### config.mk
export PLATFORM = sky130hd
export DESIGN_NAME = ws_weight_feeder
export DESIGN_NICKNAME = d
export VERILOG_FILES = /design/src/rtl/ws_weight_feeder.sv
export SDC_FILE = /design/constraint.sdc
export NUM_CORES = 1
export LEC_CHECK = 0
export ABC_AREA = 0
export CORE_UTILIZATION = 48
export CTS_CLUSTER_SIZE = 12
export DETAILED_ROUTE_END_ITERATION = 7
export PLACE_DENSITY_LB_ADDON = 0.15
export SETUP_SLACK_MARGIN = 0.3
export SLEW_MARGIN = 20
export SYNTH_ARGS = -nofsm -noshare
export SYNTH_HDL_FRONTEND = slang
export SYNTH_SLANG_ARGS = --single-unit
### constraint.sdc
create_clock -name clk -period 2.4 [get_ports clk]
set_input_delay 0.24 -clock clk [delete_from_list [all_inputs] [get_ports clk]]
set_output_delay 0.24 -clock clk [all_outputs]
set_load 0.005 [all_outputs]
### src/rtl/ws_weight_feeder.sv
// Weight-stationary weight feeder.
// Streams DEPTH weights into each of NUM_PE processing elements in order,
// then issues read-valid / read-reset control words for a programmable number
// of compute passes, and finally pulses done for one cycle.
module ws_weight_feeder #(
    parameter int OP_WIDTH   = 8,
    parameter int CTRL_WIDTH = 9,
    parameter int NUM_PE     = 4,
    parameter int DEPTH      = 16
) (
    input  logic                  clk,
    input  logic                  rst,
    input  logic                  start,
    input  logic [7:0]            passes,
    input  logic                  src_valid,
    input  logic [OP_WIDTH-1:0]   src_data,
    output logic                  src_ready,
    output logic [NUM_PE-1:0]     wctrl,
    output logic [OP_WIDTH-1:0]   weight,
    output logic [CTRL_WIDTH-1:0] ctrl,
    output logic                  busy,
    output logic                  done
);

    localparam int CNT_W = (DEPTH > 1) ? $clog2(DEPTH) : 1;
    localparam int PE_W  = (NUM_PE > 1) ? $clog2(NUM_PE) : 1;

    localparam logic [CNT_W-1:0] LAST_WORD = CNT_W'(DEPTH - 1);
    localparam logic [PE_W-1:0]  LAST_PE   = PE_W'(NUM_PE - 1);

    // Control words seen by the PEs: bit0 read_valid; bits 3 and 7 read_reset.
    localparam logic [CTRL_WIDTH-1:0] CTRL_READ      = CTRL_WIDTH'(9'h001);
    localparam logic [CTRL_WIDTH-1:0] CTRL_READ_LAST = CTRL_WIDTH'(9'h089);

    typedef enum logic [1:0] {
        IDLE    = 2'd0,
        LOAD    = 2'd1,
        COMPUTE = 2'd2,
        FIN     = 2'd3
    } state_t;

    state_t                r_state;
    logic [CNT_W-1:0]      r_word_cnt;
    logic [PE_W-1:0]       r_pe_cnt;
    logic [CNT_W-1:0]      r_rd_cnt;
    logic [7:0]            r_pass_cnt;
    logic [7:0]            r_passes;
    logic [NUM_PE-1:0]     r_wctrl;
    logic [OP_WIDTH-1:0]   r_weight;
    logic [CTRL_WIDTH-1:0] r_ctrl;
    logic                  r_busy;
    logic                  r_done;

    state_t                w_state_next;
    logic [CNT_W-1:0]      w_word_cnt_next;
    logic [PE_W-1:0]       w_pe_cnt_next;
    logic [CNT_W-1:0]      w_rd_cnt_next;
    logic [7:0]            w_pass_cnt_next;
    logic [7:0]            w_passes_next;
    logic [NUM_PE-1:0]     w_wctrl_next;
    logic [CTRL_WIDTH-1:0] w_ctrl_next;
    logic                  w_xfer;

    // src_ready is a pure state decode; a transfer needs it and src_valid.
    assign src_ready = (r_state == LOAD);
    assign w_xfer    = src_valid && (r_state == LOAD);

    assign wctrl  = r_wctrl;
    assign weight = r_weight;
    assign ctrl   = r_ctrl;
    assign busy   = r_busy;
    assign done   = r_done;

    // Next-state and counter update logic for the job sequencer.
    always_comb begin
        // NOTE: every signal assigned here gets a default first, so no path
        // through the case statement can leave one unassigned and infer a latch.
        w_state_next    = r_state;
        w_word_cnt_next = r_word_cnt;
        w_pe_cnt_next   = r_pe_cnt;
        w_rd_cnt_next   = r_rd_cnt;
        w_pass_cnt_next = r_pass_cnt;
        w_passes_next   = r_passes;

        case (r_state)
            IDLE: begin
                if (start) begin
                    w_passes_next   = passes;
                    w_word_cnt_next = '0;
                    w_pe_cnt_next   = '0;
                    w_rd_cnt_next   = '0;
                    w_pass_cnt_next = '0;
                    w_state_next    = LOAD;
                end
            end
            LOAD: begin
                // Counters only move on a transfer, so a stall keeps position.
                if (w_xfer) begin
                    if (r_word_cnt == LAST_WORD) begin
                        w_word_cnt_next = '0;
                        if (r_pe_cnt == LAST_PE) begin
                            w_pe_cnt_next = '0;
                            w_state_next  = (r_passes == 8'd0) ? FIN : COMPUTE;
                        end else begin
                            w_pe_cnt_next = r_pe_cnt + PE_W'(1);
                        end
                    end else begin
                        w_word_cnt_next = r_word_cnt + CNT_W'(1);
                    end
                end
            end
            COMPUTE: begin
                if (r_rd_cnt == LAST_WORD) begin
                    w_rd_cnt_next   = '0;
                    w_pass_cnt_next = r_pass_cnt + 8'd1;
                    if (r_pass_cnt == r_passes - 8'd1) begin
                        w_state_next = FIN;
                    end
                end else begin
                    w_rd_cnt_next = r_rd_cnt + CNT_W'(1);
                end
            end
            FIN: begin
                w_state_next = IDLE;
            end
            default: begin
                w_state_next = IDLE;
            end
        endcase
    end

    // Output values for the next cycle, derived from next state/counters so
    // the registered outputs line up with the state they describe.
    always_comb begin
        w_wctrl_next = '0;
        for (int i = 0; i < NUM_PE; i++) begin
            w_wctrl_next[i] = w_xfer && (r_pe_cnt == PE_W'(i));
        end

        w_ctrl_next = '0;
        if (w_state_next == COMPUTE) begin
            w_ctrl_next = (w_rd_cnt_next == LAST_WORD) ? CTRL_READ_LAST : CTRL_READ;
        end
    end

    // State, counters and registered outputs; rst overrides everything,
    // including a transfer presented in the same cycle.
    always_ff @(posedge clk) begin
        // NOTE: sequential state uses non-blocking assignments so every flop
        // samples values from before this edge, independent of statement order.
        if (rst) begin
            r_state    <= IDLE;
            r_word_cnt <= '0;
            r_pe_cnt   <= '0;
            r_rd_cnt   <= '0;
            r_pass_cnt <= '0;
            r_passes   <= '0;
            r_wctrl    <= '0;
            r_weight   <= '0;
            r_ctrl     <= '0;
            r_busy     <= 1'b0;
            r_done     <= 1'b0;
        end else begin
            r_state    <= w_state_next;
            r_word_cnt <= w_word_cnt_next;
            r_pe_cnt   <= w_pe_cnt_next;
            r_rd_cnt   <= w_rd_cnt_next;
            r_pass_cnt <= w_pass_cnt_next;
            r_passes   <= w_passes_next;
            r_wctrl    <= w_wctrl_next;
            if (w_xfer) begin
                r_weight <= src_data;
            end
            r_ctrl     <= w_ctrl_next;
            r_busy     <= (w_state_next != IDLE);
            r_done     <= (w_state_next == FIN);
        end
    end

endmodule
# Word-level counts from Yosys, hierarchy flattened
# Index checks and enable logic that the tools add are counted.
totals:
  out_inout_bits: 24
  word_cells: 73
  ff_bits: 51
  inputBits: 20
op_classes:
  n_mux: 24
  n_eq_ne: 16
  reduce_logical: 16
  n_addsub: 5
  n_bitwise: 1
op_table:
  columns: ["cell", "count"]
  rows:
  - ["$mux W8", 3]
  - ["$mux W2", 10]
  - ["$mux W4", 5]
  - ["$pmux W4 S2", 2]
  - ["$pmux W8 S2", 1]
  - ["$eq A2 B2 Y1 const B", 6]
  - ["$eq A4 B4 Y1 const B", 3]
  - ["$add A4 B1 Y4 const B", 2]
  - ["$add A8 B1 Y8 const B", 1]
  - ["$eq A8 B8 Y1", 1]
  - ["$logic_not A8 Y1", 1]
  - ["$pmux W2 S4", 1]
  - ["$sub A8 B1 Y8 const B", 1]
  - ["$reduce_and A3 Y1", 2]
  - ["$reduce_bool A2 Y1", 3]
  - ["$logic_and A1 B1 Y1", 5]
  - ["$eq A2 B1 Y1 const B", 2]
  - ["$logic_not A2 Y1", 2]
  - ["$ne A2 B1 Y1 const B", 2]
  - ["$ne A2 B2 Y1 const B", 2]
  - ["$pmux W2 S2", 1]
  - ["$reduce_and A4 Y1", 1]
  - ["$add A2 B1 Y2 const B", 1]
  - ["$reduce_and A2 Y1", 1]
  - ["other kinds (3)", 3]

# Depth between registers and ports, before layout
# Gate-level depths: netlist of the first run.
depth:
  word_depth: 9
  ltp_mapped: 7
  mapped_depth_nobuf: 7

# Least setup slack after synthesis of the first run
# Ideal clock, no wire load.
synth_timing:
  path_type: "reg2reg"
  start: "register r_passes[0]"
  end: "register r_ctrl[3] (netlist: ctrl[3])"
  slack_ps: 601
  path_stages_with_launch: 8
  synth_period_minus_slack_ps: 1799
  t_arrival_ps: 1682
  setup_ps: 118
  path_cell_list: "dfxtp_1 > inv_1 > ha_1 > xnor2_1 > nor2_1 > nand4_1 > o41a_1 > o2111a_1"
synth_between:
  elab_chain_len: 9
synth_rtl:
  columns: ["element", "line", "text"]
  rows:
  - ["from (decl)", "47", "logic [7:0] r_passes;"]
  - ["from (signal assigned)", "169", "r_passes <= w_passes_next;"]
  - ["branches (longest 5 deep; another with $sub A8 B1 Y8)", null, null]
  - ["$pmux W2 S4 (*)", "85", "case (r_state)"]
  - ["$eq A2 B2 Y1 (*)", "141", "if (w_state_next == COMPUTE) begin"]
  - ["$not A1 Y1 (no line) (*)", null, null]
  - ["$reduce_or A2 Y1 (no line) (*)", null, null]
  - ["to (signal assigned)", "174", "r_ctrl <= w_ctrl_next;"]
  - ["to (decl)", "50", "logic [CTRL_WIDTH-1:0] r_ctrl;"]
# Mark *: on every way between the ends.
# A chain may end at the register's enable or synchronous reset.

# Final worst setup path of the first run
layout_timing:
  start: "register r_rd_cnt[0]"
  end: "register r_ctrl[3] (netlist: ctrl[3])"
layout_between:
  elab_chain_len: 6
layout_rtl:
  columns: ["element", "line", "text"]
  rows:
  - ["from (decl)", "45", "logic [CNT_W-1:0] r_rd_cnt;"]
  - ["from (signal assigned)", "167", "r_rd_cnt <= w_rd_cnt_next;"]
  - ["branches (longest 6 deep; another with $add A4 B1 Y4)", null, null]
# Several ways; the timed one is not identified.

==> results of run 1 <==
[cell usage after synthesis (2+ instances only)]
| master | count |
|---|---|
| ha_1 | 8 |
| buf_4 | 8 |
| nor2b_1 | 2 |
| buf_2 | 3 |
| nand4_1 | 6 |
| o21ai_0 | 6 |
| nand2_1 | 24 |
| nand2b_1 | 3 |
| xor2_1 | 13 |
| xnor2_1 | 6 |
| nor3b_1 | 5 |
| o21a_1 | 2 |
| nand3_1 | 4 |
| a22oi_1 | 2 |
| mux2i_1 | 7 |
| clkbuf_1 | 5 |
| a21oi_1 | 18 |
| nor3_1 | 7 |
| dfxtp_1 | 44 |
| inv_1 | 9 |
| o21bai_1 | 3 |
| nor2_1 | 26 |
| and3_1 | 4 |
[per-stage QoR]
step                      util (%)  instances  power [mW]  setup slack (ps)  area (um2)
after floorplan                  -        244       0.910               601        2120
after global placement        60.5        319       0.978               536        2490
after detailed placement      60.5        319       0.980               509        2490
after CTS                     63.5        327        1.60               487        2620
after global routing          63.5        327        1.65               345        2620
final                         63.5        327        1.58               480        2620
[layout make-up]
cell class / instances / share of cell area (%)
clock buffer: 7 / 3.68
clock inverter: 1 / 1.15
inverter: 9 / 1.29
sequential: 44 / 33.7
multi-input combinational: 174 / 42.2
tap: 50 / 2.39
timing repair buffer: 42 / 15.6
[per-layer routing]
| layer | routed length (um) | part of all wire (%) | global-route usage, % |
|---|---|---|---|
| met1 | 1980 | 48 | 23.7 |
| met2 | 1870 | 46 | 30.1 |
| met3 | 202 | 4.9 | 6.00 |
| met4 | 57 | 1.4 | 6.25 |
| met5 | 0 | 0 | 0 |
[registers in the layout, indices dropped and copies added, names as in the netlist]
register / count
busy: 1
ctrl: 2
done: 1
r_pass_cnt: 8
r_passes: 8
r_pe_cnt: 2
r_rd_cnt: 4
r_state: 2
r_word_cnt: 4
wctrl: 4
weight: 8
[report_power, final]
group	leakage, nW	total, mW	internal (mW)	switching, mW
Combinational	0.607	0.193	0.103	0.0900
Sequential	0.357	0.770	0.750	0.0200
Clock	0.0645	0.614	0.367	0.247
[how the worst min path moves through the flow]
stage	end	depth (start not counted)
floorplan	weight[0]	2
global placement	weight[7]	2
detailed placement	weight[6]	2
CTS	weight[2]	2
global route	weight[2]	2
finish	weight[7]	2
[cells by family after synthesis]
group           after synthesis
simple gates                 95
flops                        44
compound gates               39
buf+inv                      26
xor+xnor                     19
fa+ha+maj                     8
mux                           7
other cells                   1
[tightest hold or removal path: stages, from the launching register on]
cell and delay, ps:
dfxtp_1 320, nand2_1 50, a21oi_1 50
==> flow_summary_export.csv, run 1 <==
group,metric,value,unit
status,status,"finished, final reports clean",
clock_tree,clkLatencyLatePin,300,ps
sta,rsz0062_at_grt,"no",
layout,drive_gt1_share,7.58,%
floorplanning,fp-row-count,23,
layout,layout.cells.most_common,"dfxtp_1",
clock_tree,post_cts_resized,0,
sta,timing.final.crit_period,1920,ps
layout,nets,304,
floorplanning,die_area,0.00465,mm2
route,drtIter0Drc,129,
yosys,synth-simple-area-share,24.0,%
sta,finClkSkew,5.34,ps
yosys,synth_area,0.00210,mm2
clock_tree,hold_buffers,0,
worst_setup_path,worst_path_largest_cell_delay,470,ps
yosys,ys_types,47,
yosys,synth_xor_area_share,7.91,%
yosys,yosys_warnings,0,
worst_setup_path,crit_path_end,"ctrl[3]",
route,drt-total-wl,4.11,mm
worst_setup_path,r2r_end,"ctrl[3]",
yosys,avgSynthCellArea,8.81,um2
layout,multi_input_area,0.00110,mm2
clock_tree,post_cts_buffers,0,
yosys,synth_top_family_by_area,"simple AND/OR/NAND/NOR gates",
worst_setup_path,crit_family,"compound AO/OA/AOI/OAI gates",
worst_setup_path,worstPathArrival,2110,ps
yosys,synth_seq_cells,44,
worst_hold_path,min_from,"weight[7]",
clock_tree,cts.sinks,44,
sta,setup_viol,0,
placement,port_buffers,37,
route,ant_nets,0,
yosys,synth-main-ff-cell,"dfxtp_1",
yosys,synth-compound-area-share,11.4,%
worst_setup_path,critPathCaptureType,"flop",
layout,syn2layout_area_growth,24.3,%
sta,tns,0,ps
floorplanning,start_util,51.1,%
floorplanning,die_h,68.2,um
route,drt_first_pass_iters,5,
floorplanning,ios,44,
clock_tree,cts_buffers,5,
worst_setup_path,crit_buf_inv,0,
worst_setup_path,start_kind,"flop",
power,vdd_drop_max,0.000387,V
worst_hold_path,hp-class,"reg2reg",
worst_setup_path,path_cells,"ha_1, nand3_1, nor2_2, nand4_1, o41a_1, o2111a_1",
clock_tree,cts_tree,"yes",
worst_setup_path,crit_fanout,5,
floorplanning,fp.dieW,68.2,um
global_routing,grt-ovfl-total,0,
route,routed-via-count,1679,
yosys,synth_top_area_share,41.9,%
worst_setup_path,ff2ff_path_depth,6,
worst_setup_path,crit_required,2590,ps
worst_setup_path,worst-r2r-setup-slack,480,ps
worst_setup_path,r2r_start,"r_rd_cnt[0]",
route,viasPerCell,5.13,
layout,final_cell_mix,"dfxtp_1 (44), clkdlybuf4s50_1 (37), nor2_1 (26)",
sta,fmax,0.521,GHz
layout,regArea,881,um2
clock_tree,cts-root-buf,"clkbuf_8",
worst_setup_path,path_depth,6,
global_routing,grt.total_usage,18.8,%
global_routing,grt_max_degree,18,
layout,antenna_cells,0,
sta,period_share,80.0,%
layout,fillers,382,
sta,whs,460,ps
yosys,synth_edf_count,0,
yosys,synthMuxAreaShare,3.33,%
route,drc,0,
placement,dp_hpwl,3.01,mm
sta,hold_viol_final,0,
global_routing,grt_pass1_vias,1443,
yosys,async_flop_share,0,%
sta,slew-limit-headroom,66.9,%
worst_setup_path,critPathKind,"reg2reg",
sta,tightest_slew,493,ps
yosys,synthAdderAreaFrac,4.76,%
clock_tree,clk_pin_slew_worst_paths,80,ps
route,drt-wirelength-per-cell,12.6,um
global_routing,grt_pass1_wl,6.35,mm
clock_tree,clk_path_buf_depth,2,
placement,gp_congestion,0.870,
yosys,ys_seq_area_share,41.9,%
sta,drv_slew,0,
yosys,yosys.area.top_type,"dfxtp_1",
worst_setup_path,worstSetupStartpoint,"r_rd_cnt[0]",
yosys,yosys-top-cells-area,"dfxtp_1 (42%), xor2_1 (5.4%), ha_1 (4.8%)",
run,max-cap-violations,0,
floorplanning,core,0.00412,mm2
clock_tree,htree_levels,2,
yosys,synthCells,239,
worst_setup_path,cp_slowest_cell,"o41a_1",
power,p_leak,1.03,nW
global_routing,antenna_found_initial,0,
power,power_per_cell_area,603,mW/mm2
Note: power is estimated with default switching activity, not from simulation.
==> run 2, diff against run 1 <==
- clock period: 2.4 -> 1.95 ns (I/O delays scaled with it)
==> run 2 against run 1 <==
Clock skew is essentially flat; core utilization grew 1.4 points; sequential power grew 23%; clock power shrank 7.0%; final cell count grew 1.8%; die area is the same.
==> flow_summary_export.csv, run 2 (same netlist as run 1, synthesis figures left out) <==
group,metric,value,unit
sta,finClkSkew,4.91,ps
clock_tree,clk_pin_slew_worst_paths,80,ps
worst_setup_path,crit_fanout,4,
clock_tree,htree_levels,2,
worst_setup_path,critPathKind,"reg2reg",
layout,drive_gt1_share,13.8,%
worst_setup_path,crit_required,2120,ps
global_routing,grt_pass1_vias,1485,
clock_tree,clk_path_buf_depth,2,
layout,antenna_cells,0,
placement,pre_cts_ws,157,ps
placement,port_buffers,37,
floorplanning,start_util,51.1,%
sta,tns,0,ps
route,drtIter0Drc,63,
layout,syn2layout_area_growth,27.0,%
route,ant_nets,0,
worst_setup_path,cp_slowest_cell,"o41a_1",
worst_setup_path,worst_path_largest_cell_delay,490,ps
clock_tree,clkLatencyLatePin,280,ps
clock_tree,cts_tree,"yes",
worst_setup_path,worstPathArrival,1930,ps
route,drt-wirelength-per-cell,12.3,um
worst_setup_path,path_cells,"nor3_2, and3_1, o22ai_1, o41a_1, o2111a_1",
sta,slew-limit-headroom,63.1,%
layout,layout.cells.most_common,"dfxtp_1",
sta,timing.final.crit_period,1750,ps
sta,setup_viol,0,
sta,layout_setup_ws,196,ps
global_routing,grt_pass1_wl,6.40,mm
power,vdd_drop_max,0.000359,V
worst_setup_path,worstSetupStartpoint,"r_passes[0]",
power,power_per_cell_area,660,mW/mm2
clock_tree,cts-root-buf,"clkbuf_8",
worst_setup_path,r2r_start,"r_passes[0]",
clock_tree,hold_buffers,0,
sta,rsz0062_at_grt,"yes",
worst_setup_path,r2r_end,"ctrl[3]",
layout,fillers,368,
global_routing,grt-ovfl-total,0,
placement,gp_congestion,0.806,
sta,hold_viol_final,0,
layout,final_cell_mix,"dfxtp_1 (38), clkdlybuf4s50_1 (36), nor2_1 (26)",
floorplanning,fp-row-count,23,
power,p_leak,1.06,nW
clock_tree,cts_buffers,5,
status,status,"finished, final reports clean",
worst_hold_path,hp-class,"in2reg",
route,drt_first_pass_iters,6,
worst_setup_path,start_kind,"flop",
floorplanning,die_area,0.00465,mm2
worst_setup_path,worst-r2r-setup-slack,200,ps
layout,nets,310,
run,max-cap-violations,0,
global_routing,grt.total_usage,18.2,%
floorplanning,die_h,68.2,um
route,viasPerCell,5.09,
sta,tightest_slew,549,ps
worst_setup_path,critPathCaptureType,"flop",
worst_setup_path,ff2ff_path_depth,5,
route,routed-via-count,1695,
sta,period_share,89.9,%
floorplanning,core,0.00412,mm2
floorplanning,fp.dieW,68.2,um
sta,fmax,0.570,GHz
global_routing,antenna_found_initial,0,
global_routing,grt_max_degree,19,
clock_tree,cts.sinks,44,
route,drt-total-wl,4.11,mm
sta,drv_slew,0,
layout,final_util,64.9,%
floorplanning,ios,44,
route,drc,0,
placement,dp_hpwl,3.01,mm
worst_setup_path,crit_path_end,"ctrl[3]",
-- run 2: cell count changes in the layout (fill, tap and decap cells not counted), sizes merged --
| cell | before | now |
|---|---|---|
| bufinv | 1 | 0 |
| buf | 5 | 11 |
| clkdlybuf4s50 | 37 | 36 |
| clkbuf | 7 | 8 |
| dlymetal6s2s | 0 | 1 |
-- run 2: power by group --
group / total [mW] / internal (mW) / switching [mW]
clock network: 0.571 / 0.289 / 0.282
registers: 0.948 / 0.922 / 0.0257
logic: 0.246 / 0.134 / 0.111
-- run 2: what timing repair did --
action | in CTS | in global routing
resized for setup | 5 | 5
setup buffers | 3 | 2
hold endpoints to repair | 0 | 0
endpoints found under the setup margin | 5 | 15
pin swaps | 4 | 0
-- run 2: per-layer routing --
layer / global-route usage, % / wire (um) / up-vias
met5: 0 / 0 / -
met4: 3.91 / 17 / 0
met3: 3.67 / 114 / 2
met2: 30.6 / 1920 / 23
met1: 23.9 / 2050 / 786
li1: - / - / 884
-- run 2: worst min-delay path by stage --
| stage | startpoint | end | depth (start not counted) |
|---|---|---|---|
| 3_5_place_dp | weight[5] | weight[5] | 2 |
| 4_1_cts | src_data[5] | weight[5] | 3 |
| 5_1_grt | src_data[4] | weight[4] | 3 |
| 3_3_place_gp | weight[5] | weight[5] | 2 |
| 6_report | src_data[3] | weight[3] | 3 |
| 2_1_floorplan | src_data[0] | weight[0] | 2 |
-- run 2: layout make-up --
type | count | area, um2 | area share (%)
multi-input combinational | 174 | 1140 | 42.6
sequential | 44 | 891 | 33.3
timing repair buffer | 48 | 455 | 17.0
clock buffer | 8 | 90.1 | 3.37
tap | 50 | 62.6 | 2.34
inverter | 9 | 33.8 | 1.26
-- run 2: metrics by stage --
step | std cells | instance area, um2 | power, mW | hold WS (ps)
CTS | 331 | 2650 | 1.80 | 444
global placement | 320 | 2520 | 1.21 | 442
detailed placement | 320 | 2520 | 1.21 | 446
global route | 333 | 2670 | 1.86 | 454
finish | 333 | 2670 | 1.77 | 454
floorplan | 244 | 2150 | 1.12 | 331
-- run 2: critical path: cells and delay by family, from the launching register on --
family / cells / cell delay, ps
AO/OA/AOI/OAI: 3 / 810
AND/OR/NAND/NOR: 2 / 510
flip-flops: 1 / 340
